--- config.mk ---
export PLATFORM = sky130hd
export DESIGN_NAME = ram_dump_reader
export DESIGN_NICKNAME = d
export VERILOG_FILES = /design/src/rtl/ram_dump_reader.sv
export SDC_FILE = /design/constraint.sdc
export NUM_CORES = 1
export LEC_CHECK = 0
export BUFFER_PORTS_ARGS = -buffer_cell sky130_fd_sc_hd__buf_2
export CAP_MARGIN = 30
export CELL_PAD_IN_SITES_DETAIL_PLACEMENT = 0
export CELL_PAD_IN_SITES_GLOBAL_PLACEMENT = 1
export CORE_MARGIN = 1
export CORE_UTILIZATION = 30
export CTS_CLUSTER_DIAMETER = 100
export DETAILED_ROUTE_END_ITERATION = 16
export HOLD_SLACK_MARGIN = 0.12
export PLACE_DENSITY = 0.6
export SYNTH_ARGS = -nofsm -noshare
export SYNTH_HDL_FRONTEND = slang
export SYNTH_SLANG_ARGS = --single-unit
--- constraint.sdc ---
create_clock -name clk -period 5.4 [get_ports clk]
set_input_delay 1.08 -clock clk [delete_from_list [all_inputs] [get_ports clk]]
set_output_delay 1.08 -clock clk [all_outputs]
set_load 0.01 [all_outputs]
--- src/rtl/ram_dump_reader.sv ---
// ram_dump_reader: streams a window of core-side RAM back to the host one byte per host read.
// Sits between the host download handshake (dl_*) and a shared memory port (mem_*) that is
// arbitrated against the Z80 through mem_gnt.
// Optional feature: define RAM_DUMP_CSUM_EN to append a two's-complement checksum byte so that
// all delivered bytes of a session sum to zero mod 256.
module ram_dump_reader #(
  parameter int unsigned ADDR_W = 15
) (
  input  logic              clk,
  input  logic              reset_n,
  input  logic              start,
  input  logic [ADDR_W-1:0] base_addr,
  input  logic [ADDR_W:0]   length,
  input  logic              dl_rd,
  output logic [7:0]        dl_din,
  output logic              dl_wait,
  output logic [ADDR_W:0]   dl_addr,
  output logic              busy,
  output logic              done,
  output logic              mem_req,
  output logic [ADDR_W-1:0] mem_addr,
  input  logic              mem_gnt,
  input  logic [7:0]        mem_q
);

  typedef enum logic [2:0] {
    StIdle,
    StReq,
    StLat,
    StReady,
`ifdef RAM_DUMP_CSUM_EN
    StFin,
    StCsum
`else
    StFin
`endif
  } state_e;

  state_e state_q, state_d;

  logic [ADDR_W-1:0] base_q, base_d;
  logic [ADDR_W:0]   len_q, len_d;
  logic [ADDR_W:0]   offset_q, offset_d;
  logic [ADDR_W:0]   offset_inc;
  logic [7:0]        dl_din_q, dl_din_d;
  logic              dl_wait_q, dl_wait_d;
  logic [ADDR_W:0]   dl_addr_q, dl_addr_d;
  logic              busy_q, busy_d;
  logic              done_q, done_d;
  logic [ADDR_W-1:0] mem_addr_q, mem_addr_d;
`ifdef RAM_DUMP_CSUM_EN
  logic [7:0]        sum_q, sum_d;
`endif

  // State and output registers; reset aborts any session without a done pulse.
  always_ff @(posedge clk or negedge reset_n) begin
    if (!reset_n) begin
      state_q    <= StIdle;
      base_q     <= '0;
      len_q      <= '0;
      offset_q   <= '0;
      dl_din_q   <= '0;
      dl_wait_q  <= 1'b0;
      dl_addr_q  <= '0;
      busy_q     <= 1'b0;
      done_q     <= 1'b0;
      mem_addr_q <= '0;
`ifdef RAM_DUMP_CSUM_EN
      sum_q      <= '0;
`endif
    end else begin
      state_q    <= state_d;
      base_q     <= base_d;
      len_q      <= len_d;
      offset_q   <= offset_d;
      dl_din_q   <= dl_din_d;
      dl_wait_q  <= dl_wait_d;
      dl_addr_q  <= dl_addr_d;
      busy_q     <= busy_d;
      done_q     <= done_d;
      mem_addr_q <= mem_addr_d;
`ifdef RAM_DUMP_CSUM_EN
      sum_q      <= sum_d;
`endif
    end
  end

  // Next-state logic: request, wait one latency cycle, present byte, prefetch on consume.
  always_comb begin
    state_d    = state_q;
    base_d     = base_q;
    len_d      = len_q;
    offset_d   = offset_q;
    dl_din_d   = dl_din_q;
    dl_wait_d  = dl_wait_q;
    dl_addr_d  = dl_addr_q;
    busy_d     = busy_q;
    done_d     = 1'b0;
    mem_addr_d = mem_addr_q;
`ifdef RAM_DUMP_CSUM_EN
    sum_d      = sum_q;
`endif
    // offset < length <= 2^ADDR_W, so the increment never overflows ADDR_W+1 bits.
    offset_inc = offset_q + 1'b1;

    case (state_q)
      StIdle: begin
        // start has priority over dl_rd; dl_rd alone does nothing here.
        if (start) begin
          if (length != '0) begin
            base_d     = base_addr;
            len_d      = length;
            offset_d   = '0;
            busy_d     = 1'b1;
            dl_wait_d  = 1'b1;
            mem_addr_d = base_addr;
`ifdef RAM_DUMP_CSUM_EN
            sum_d      = '0;
`endif
            state_d    = StReq;
          end else begin
            done_d = 1'b1;
          end
        end
      end

      StReq: begin
        // Address is held stable for as long as the arbiter stalls us.
        if (mem_gnt) begin
          state_d = StLat;
        end
      end

      StLat: begin
        dl_din_d  = mem_q;
        dl_wait_d = 1'b0;
        dl_addr_d = offset_q;
`ifdef RAM_DUMP_CSUM_EN
        sum_d     = sum_q + mem_q;
`endif
        state_d   = StReady;
      end

      StReady: begin
        if (dl_rd) begin
          if (offset_inc == len_q) begin
`ifdef RAM_DUMP_CSUM_EN
            // Negated running sum makes the whole delivered stream sum to zero.
            dl_din_d  = 8'd0 - sum_q;
            dl_addr_d = len_q;
            state_d   = StCsum;
`else
            done_d    = 1'b1;
            busy_d    = 1'b0;
            state_d   = StFin;
`endif
          end else begin
            offset_d   = offset_inc;
            dl_wait_d  = 1'b1;
            mem_addr_d = base_q + offset_inc[ADDR_W-1:0];
            state_d    = StReq;
          end
        end
      end

`ifdef RAM_DUMP_CSUM_EN
      StCsum: begin
        if (dl_rd) begin
          done_d  = 1'b1;
          busy_d  = 1'b0;
          state_d = StFin;
        end
      end
`endif

      StFin: begin
        // done is high during this cycle; dl_din/dl_addr keep their last values.
        dl_wait_d = 1'b0;
        state_d   = StIdle;
      end

      default: begin
        state_d = StIdle;
      end
    endcase
  end

  // mem_req decodes straight from state so an async reset drops it immediately.
  always_comb begin
    mem_req = (state_q == StReq);
  end

  assign dl_din   = dl_din_q;
  assign dl_wait  = dl_wait_q;
  assign dl_addr  = dl_addr_q;
  assign busy     = busy_q;
  assign done     = done_q;
  assign mem_addr = mem_addr_q;

endmodule

## Yosys cells after proc, flatten, opt, wreduce, memory -nomap -nowiden

Cells that the tools add are included.

| storage, ports and cells | value |
|---|---|
| bits in read-only memories | 0 |
| bits in writable memories | 0 |
| flip-flop bits (word level) | 92 |
| latch bits | 0 |
| memories kept | 0 |
| input port bits | 44 |

| operators by class | value |
|---|---|
| add/subtract/negate cells | 2 |
| magnitude comparators | 0 |
| multipliers | 0 |
| equal/unequal tests | 11 |
| muxes and demuxes | 29 |
| bitwise logic cells | 0 |
| divide/modulo/power cells | 0 |
| reduce and logical (&&, ||, !) cells | 10 |
| shift operators | 0 |

Operators with widths:

| cell | count |
|---|---|
| $mux W16 | 4 |
| $mux W15 | 4 |
| $pmux W16 S2 | 1 |
| $pmux W15 S2 | 1 |
| $add A16 B1 Y16 const B | 1 |
| $eq A16 B16 Y1 | 1 |
| $reduce_bool A16 Y1 | 1 |
| $add A15 B15 Y15 | 1 |
| $mux W3 | 5 |
| $reduce_and A5 Y1 | 3 |
| $pmux W3 S4 | 1 |
| $mux W1 | 10 |
| $ne A2 B2 Y1 const B | 5 |
| $eq A3 B2 Y1 const B | 2 |
| $pmux W1 S2 | 2 |
| $reduce_and A4 Y1 | 1 |
| $eq A3 B1 Y1 const B | 1 |
| $eq A3 B3 Y1 const B | 1 |
| $logic_not A3 Y1 | 1 |
| $pmux W1 S3 | 1 |
| $reduce_and A3 Y1 | 1 |
| $reduce_bool A3 Y1 | 1 |
| $ne A2 B1 Y1 const B | 1 |
| $reduce_bool A2 Y1 | 1 |
| $reduce_or A2 Y1 | 1 |

## Logic depth before layout (Yosys ltp)

Gate-level depths: netlist (run 1).

| depth | value |
|---|---|
| word-level depth | 5 |
| gate-level depth with buffers | 15 |

## Least setup slack after synthesis (run 1)

No wires, ideal clock.

| timing | value |
|---|---|
| kind | flip-flop to flip-flop |
| from | reg offset_q[0] |
| to | reg mem_addr_q[13] (netlist: mem_addr[13]) |
| data required time | 5.336 ns |
| path buffers | 1 |
| setup time | 0.064 ns |
| arrival time | 3.292 ns |
| path slack | 2.044 ns |
| cell stages (with the launch flop) | 15 |
| cells stage by stage | dfrtp_1 ha_1 and2_1 clkbuf_1 nand2_1 nand2_1 nand2_1 ha_1 or3_1 o311ai_0 a21oi_1 o211a_1 or4_1 o2111ai_1 mux2_4 |

| between the ends | value |
|---|---|
| word-level cells in the longest chain between the ends | 5 |

Ends and longest elaborated chain:

| element | RTL line | source |
|---|---|---|
| start, declared | 43 | `logic [ADDR_W:0] offset_q, offset_d;` |
| start signal, assigned | 75 | `offset_q <= offset_d;` |
| $add A16 B1 Y16 (*) | 104 | `offset_inc = offset_q + 1'b1;` |
| $add A15 B15 Y15 | 160 | `mem_addr_d = base_q + offset_inc[ADDR_W-1:0];` |
| $mux W15 | 146 | `if (offset_inc == len_q) begin` |
| $mux W15 | 145 | `if (dl_rd) begin` |
| $pmux W15 S2 | 106 | `case (state_q)` |
| end signal, assigned | 81 | `mem_addr_q <= mem_addr_d;` |
| end, declared | 50 | `logic [ADDR_W-1:0] mem_addr_q, mem_addr_d;` |

Mark *: on every way between the ends. The rest lies on a longest branch, timed or not. The select of a mux whose other input is x is not followed.
A chain may end at the register's enable or synchronous reset.

## Worst setup path after layout (run 1)

Ends and elaborated chain as after synthesis.

==> flow_metrics.tcl, run 1 <==
set metrics [dict create \
    status "finished, violations left" \
    violations "design-rule violations" \
    grt_pass1_wl_um 25300 \
    hp-class "flop to flop" \
    nFillCells 1842 \
    synth-edff-count 0 \
    crit_path_start_kind "flop" \
    ctsRootBufferMaster "clkbuf_16" \
    worstSetupPathType "flop to flop" \
    core_um2 18100 \
    grt-ovfl-total 0 \
    fin_crit_ns 3.83 \
    fp.dieW_um 139 \
    start_util_pct 30.9 \
    p_switching_mw 1.23 \
    cts_resized 0 \
    hold_viol_final 0 \
    insertion_delay_ns 0.35 \
    period_share_pct 70.8 \
    synth-compound-area-share_pct 13.1 \
    synth_xor_area_share_pct 4.71 \
    antenna_left 0 \
    ios 87 \
    worst_pin_slew_ns 0.788 \
    cts_buffer_depth 2 \
    hpwlAfterDp_um 11400 \
    pwr_density_cell_nw_per_um2 498 \
    final_nets 682 \
    cp-end-kind "flop" \
    die_area_um2 19200 \
    cts_setup_buffers 0 \
    yosysSeqAreaShare_pct 41.1 \
    synth_area_per_cell_um2 10.2 \
    drc 8 \
    intPower_mw 2.02 \
    place_congestion 0.869 \
    cts_buffers 9 \
    leakagePower_nw 3.01 \
    syn-num-nets 611 \
    synthCells 548 \
    clkSinkCount 92 \
    fp.dieH_um 139 \
    yosys.area_share.simple_pct 16.0 \
    layout.cells.non_filler 853 \
    grtUsageTotal_pct 17.1 \
    cp.arrival_ns 4.12 \
    setup_tns_ns 0 \
    grt_max_degree 51 \
    yosysWarnings 0 \
    power.clock.fraction_pct 20.1 \
    drv_cap 0 \
    setup_viol 0 \
    num_antenna_cells 0 \
    syn_to_final_growth_pct 16.6 \
    drt_iter0_drc 348 \
    synthMuxAreaShare_pct 16.1 \
    reg2reg_depth 13 \
    slew_headroom_pct 47.4 \
    ys_types 66 \
    grt_pass1_vias 4562 \
    ys_seq_elements 92 \
    fin_skew_ns 0.00573 \
    slew_viol_final 0 \
    synth_top_family_by_area "multiplexers" \
    drive_above_1_share_pct 30.9 \
    peakVddDrop_mv 0.195 \
    whs_path_depth 1 \
    port_buffers 86 \
    cp_max_fo 8 \
    synth_ff_type "dfrtp_1" \
    cts_max_level 3 \
    vias 4412 \
    seqPwrFrac_pct 35.8 \
    netSwitchingFraction_pct 37.8 \
    cp.required_ns 5.69 \
    antenna_found_initial 0 \
    num_rows 49 \
    syn_area_um2 5600 \
    cts_tree "done" \
    routedWlPerCell_um 18.2 \
    postCtsHoldBufs 0 \
    synth_adder_area_share_pct 4.38 \
    vias_per_cell 5.17 \
    async_flop_share_pct 100 \
    clock.fmax_ghz 0.261 \
    clk_pin_slew_ns 0.07 \
    comb_power_share_pct 44.1 \
    rsz0062_at_grt "false" \
    dr.pass1.iters 10 \
    dp_cells 837 \
    routed_wl_um 15500 \
]
[synthesized netlist by cell type, drive strengths merged, types with 9 or more instances]
library cell	number	area share, %
a211oi	9	1.2
a21oi	13	1.2
buf	14	1.6
clkbuf	19	1.3
dfrtp	92	41
ha	18	4.0
inv	27	1.8
mux2	69	15
nand2	50	3.4
nand3	13	1.3
nand4	11	1.5
nor2	28	1.9
nor3	11	0.98
nor4	11	1.8
o21ai	28	2.5
xnor2	14	2.2
xor2	11	1.7
[final timing paths]
kind                                               from                        to  slack, ns
worst max register to register  offset_q[0]$_DFFE_PN0P_  mem_addr[13]$_DFFE_PN0P_       1.57
worst max-delay path            offset_q[0]$_DFFE_PN0P_  mem_addr[13]$_DFFE_PN0P_       1.57
max in group asynchronous                       reset_n     base_q[3]$_DFFE_PN0P_       3.60
min in group asynchronous                       reset_n    dl_addr[8]$_DFFE_PN0P_       0.76
worst min register to register  dl_addr[10]$_DFFE_PN0P_   dl_addr[10]$_DFFE_PN0P_       0.50
worst min-delay path            dl_addr[10]$_DFFE_PN0P_   dl_addr[10]$_DFFE_PN0P_       0.50
[state kept, by name, indices dropped and copies added, names as in the netlist]
register and flops:
done 1, dl_din 8, state_q 3, busy 1, dl_addr 16, offset_q 16
len_q 16, base_q 15, mem_addr 15, dl_wait 1
[per-layer routing]
metal	up-vias	share of wire [%]	global-route usage, %
li1	2133	-	-
met1	2163	47	22.7
met2	98	47	27.4
met3	18	4.2	3.83
met4	0	1.7	6.02
met5	-	0	0
[metrics by stage]
stage	worst slack, ns	hold slack, ns	area (um2)	power, mW	util, %
3_3_place_gp	1.71	0.484	6230	2.61	34.3
2_1_floorplan	2.04	0.486	5600	2.17	-
6_report	1.57	0.501	6530	3.25	36.0
3_5_place_dp	1.61	0.490	6230	2.62	34.3
5_1_grt	1.22	0.518	6530	3.50	36.0
4_1_cts	1.58	0.506	6530	3.30	36.0
[logic make-up after synthesis]
group | after synthesis
buf+inv | 60
fa+ha+maj | 19
flops | 92
mux | 77
compound gates | 107
simple gates | 166
xor+xnor | 27
[final cells by class]
type | instances | area [um2] | area share, %
clock buffers | 10 | 239 | 3.66
clock inverters | 6 | 63.8 | 0.977
inverters | 27 | 101 | 1.55
multi-input cells | 396 | 3050 | 46.8
flip-flops and latches | 92 | 2300 | 35.2
well taps | 229 | 287 | 4.39
repair buffers | 93 | 485 | 7.43
[power by group through the flow]
stage	combinational [mW]	sequential [mW]	clock, mW
3_5_place_dp	1.44	1.18	0
2_1_floorplan	1.03	1.14	0
3_3_place_gp	1.43	1.17	0
4_1_cts	1.45	1.17	0.679
5_1_grt	1.59	1.20	0.709
6_report	1.43	1.16	0.654
[cell usage in the layout, fill, tap and decap left out, types with 3 or more instances in the layout]
master      n
and2_1      5
a21o_1      3
a211oi_1    9
ha_1       18
nand4_1    10
nand2_1    49
or2_2       3
o31ai_1     5
mux2_2     57
o21ai_0    28
o21a_1      4
xor2_1     11
nor4_1      9
o211ai_1    6
o22ai_1     6
xnor2_1    14
inv_1      27
clkbuf_16   9
nand2b_1    4
nor2_1     28
and3_1      4
nand3_1    12
buf_2      85
or4_1       4
dfrtp_1    92
mux2i_1     8
or3_1       7
nor2b_1     3
nor3_1     11
a22oi_1     7
a21oi_1    13
mux2_4     12
o2111ai_1   5
buf_4       8
[worst max-delay path, stage by stage, from the launching register on]
cell and delay [ns]:
dfrtp_1 0.48, ha_1 0.31, and2_1 0.28, nand2_1 0.17
nand2_1 0.10, nand2_1 0.08, ha_1 0.20, or3_1 0.41
o311ai_0 0.49, a21oi_1 0.20, o211a_1 0.28, or4_1 0.47
o2111ai_1 0.11, mux2_4 0.17
Note: power is estimated with default switching activity, not from simulation.
==> inputs of run 2 (changes only) <==
Settings changed: PLACE_DENSITY 0.6 to 0.62.
Clock period 5.4 ns to 3.4 ns, I/O delays scaled along.
==> run 2 against run 1 <==
Net effect:
- the flow still finishes with violations (design-rule violations)
- maximum frequency rose by 20%
- routed wire length is 0.44% higher
- power up 61%
- worst hold slack worse by 0.20 ns
- die area is the same
- cell area is 3.1% higher
- core utilization rose by 1.1 points
- highest routed layer unchanged
==> flow_metrics.tcl, run 2 (synthesis results as in run 1) <==
set metrics [dict create \
    cts_setup_buffers 0 \
    start_util_pct 30.9 \
    grt_pass1_wl_um 25400 \
    drt_iter0_drc 236 \
    fp.dieW_um 139 \
    slew_viol_final 0 \
    top_layer_used "met4" \
    antenna_found_initial 0 \
    hpwlAfterDp_um 11700 \
    vias 4479 \
    peakVddDrop_mv 0.254 \
    syn_to_final_growth_pct 20.2 \
    slew_headroom_pct 45.1 \
    place_congestion 0.853 \
    layout.cells.most_common "dfrtp_1" \
    clk_pin_slew_ns 0.07 \
    hp-class "input port to async pin" \
    period_share_pct 93.4 \
    fin_crit_ns 3.18 \
    drive_above_1_share_pct 33.1 \
    most-common-layout-cells "92 x dfrtp_1, 85 x buf_2, 57 x mux2_2, 49 x nand2_1" \
    cts_max_level 3 \
    drt-met1-wl_um 7340 \
    routed_wl_um 15600 \
    port_buffers 86 \
    core_um2 18100 \
    violations "design-rule violations" \
    drc 8 \
    dpl_worst_slack_ns 0.169 \
    rsz0062_at_grt "false" \
    cp.required_ns 3.70 \
    hold_viol_final 0 \
    fp.dieH_um 139 \
    fin_skew_ns 0.0112 \
    cp.arrival_ns 3.47 \
    crit_path_start_kind "flop" \
    setup_tns_ns 0 \
    stdcell_area_um2 6740 \
    cts_buffers 9 \
    cts_tree "done" \
    cp-end-kind "flop" \
    postLayoutCoreUtil_pct 37.1 \
    setup_viol 0 \
    leakagePower_nw 3.13 \
    drv_cap 0 \
    worst_pin_slew_ns 0.821 \
    nFillCells 1852 \
    num_rows 49 \
    fin_ws_ns 0.224 \
    pwr_density_cell_nw_per_um2 777 \
    grtUsageTotal_pct 17.1 \
    layout.cells.non_filler 873 \
    place_area_um2 6420 \
    routedWlPerCell_um 17.8 \
    dr.pass1.iters 11 \
    grt_max_degree 55 \
    wl_met3_um 620 \
    grt_pass1_vias 4598 \
    clock.fmax_ghz 0.315 \
    vias_per_cell 5.13 \
    worstSetupPathType "flop to flop" \
    cts_buffer_depth 2 \
    dp_cells 857 \
    status "finished, violations left" \
    ios 87 \
    die_area_um2 19200 \
    num_antenna_cells 0 \
    final_nets 702 \
    cp_max_fo 6 \
    wl_met2_um 7150 \
    antenna_left 0 \
    clkSinkCount 92 \
    ctsRootBufferMaster "clkbuf_16" \
    grt-ovfl-total 0 \
    insertion_delay_ns 0.35 \
]
-- run 2: cell types whose count changed in the layout (fill, tap and decap cells not counted), sizes merged --
cell | before | now
buf | 93 | 113
clkinv | 3 | 1
clkbuf | 10 | 11
inv | 27 | 28
-- run 2: final timing paths --
path	from	depth (start not counted)	end	slack, ns
min	reset_n	1	len_q[0]$_DFFE_PN0P_	0.30
max	offset_q[0]$_DFFE_PN0P_	14	mem_addr[13]$_DFFE_PN0P_	0.22
max reg2reg	offset_q[0]$_DFFE_PN0P_	14	mem_addr[13]$_DFFE_PN0P_	0.22
min in group clk	dl_addr[13]$_DFFE_PN0P_	1	dl_addr[13]$_DFFE_PN0P_	0.50
min reg2reg	dl_addr[13]$_DFFE_PN0P_	1	dl_addr[13]$_DFFE_PN0P_	0.50
max in group asynchronous	reset_n	2	dl_din[5]$_DFFE_PN0P_	2.41
-- run 2: where the power goes --
group          switching [mW]  total, mW  internal, mW
Sequential              0.345       1.83          1.49
Combinational            1.17       2.35          1.18
Clock                   0.441       1.05         0.611
Total                    1.95       5.23          3.28
-- run 2: area by class of cell --
cell class                 count  area (um2)  area share [%]
multi-input combinational    396        3050            45.3
sequential                    92        2300            34.2
timing repair buffer         113         686            10.2
tap                          229         287            4.25
clock buffer                  11         253            3.75
inverter                      27         101            1.50
clock inverter                 5        58.8           0.873
-- run 2: metal layers --
metal / vias to the layer above / track usage [%]
met1: 2188 / 22.4
met2: 97 / 27.3
li1: 2169 / -
met3: 25 / 3.42
met4: 0 / 7.84
met5: - / 0
-- run 2: what timing repair did --
item	CTS	global route
endpoints found under the setup margin	0	2
hold endpoints to repair	0	0
gates resized for setup	0	1
hold buffers	0	0
-- run 2: per-stage QoR --
stage | total power [mW] | hold WS, ns
global route | 5.63 | 0.344
CTS | 5.32 | 0.318
global placement | 4.18 | 0.483
floorplan | 3.44 | 0.384
finish | 5.23 | 0.304
detailed placement | 4.22 | 0.490
-- run 2: critical path: stages (launching register included) --
cell       delay, ns
dfrtp_1         0.35
ha_1            0.26
and2_1          0.18
nand2_1         0.08
nand2_1         0.07
nand2_1         0.06
ha_1            0.19
or3_1           0.41
o311ai_1        0.29
buf_4           0.16
a21oi_1         0.08
o211a_1         0.24
or4_1           0.47
o2111ai_1       0.11
mux2_4          0.17
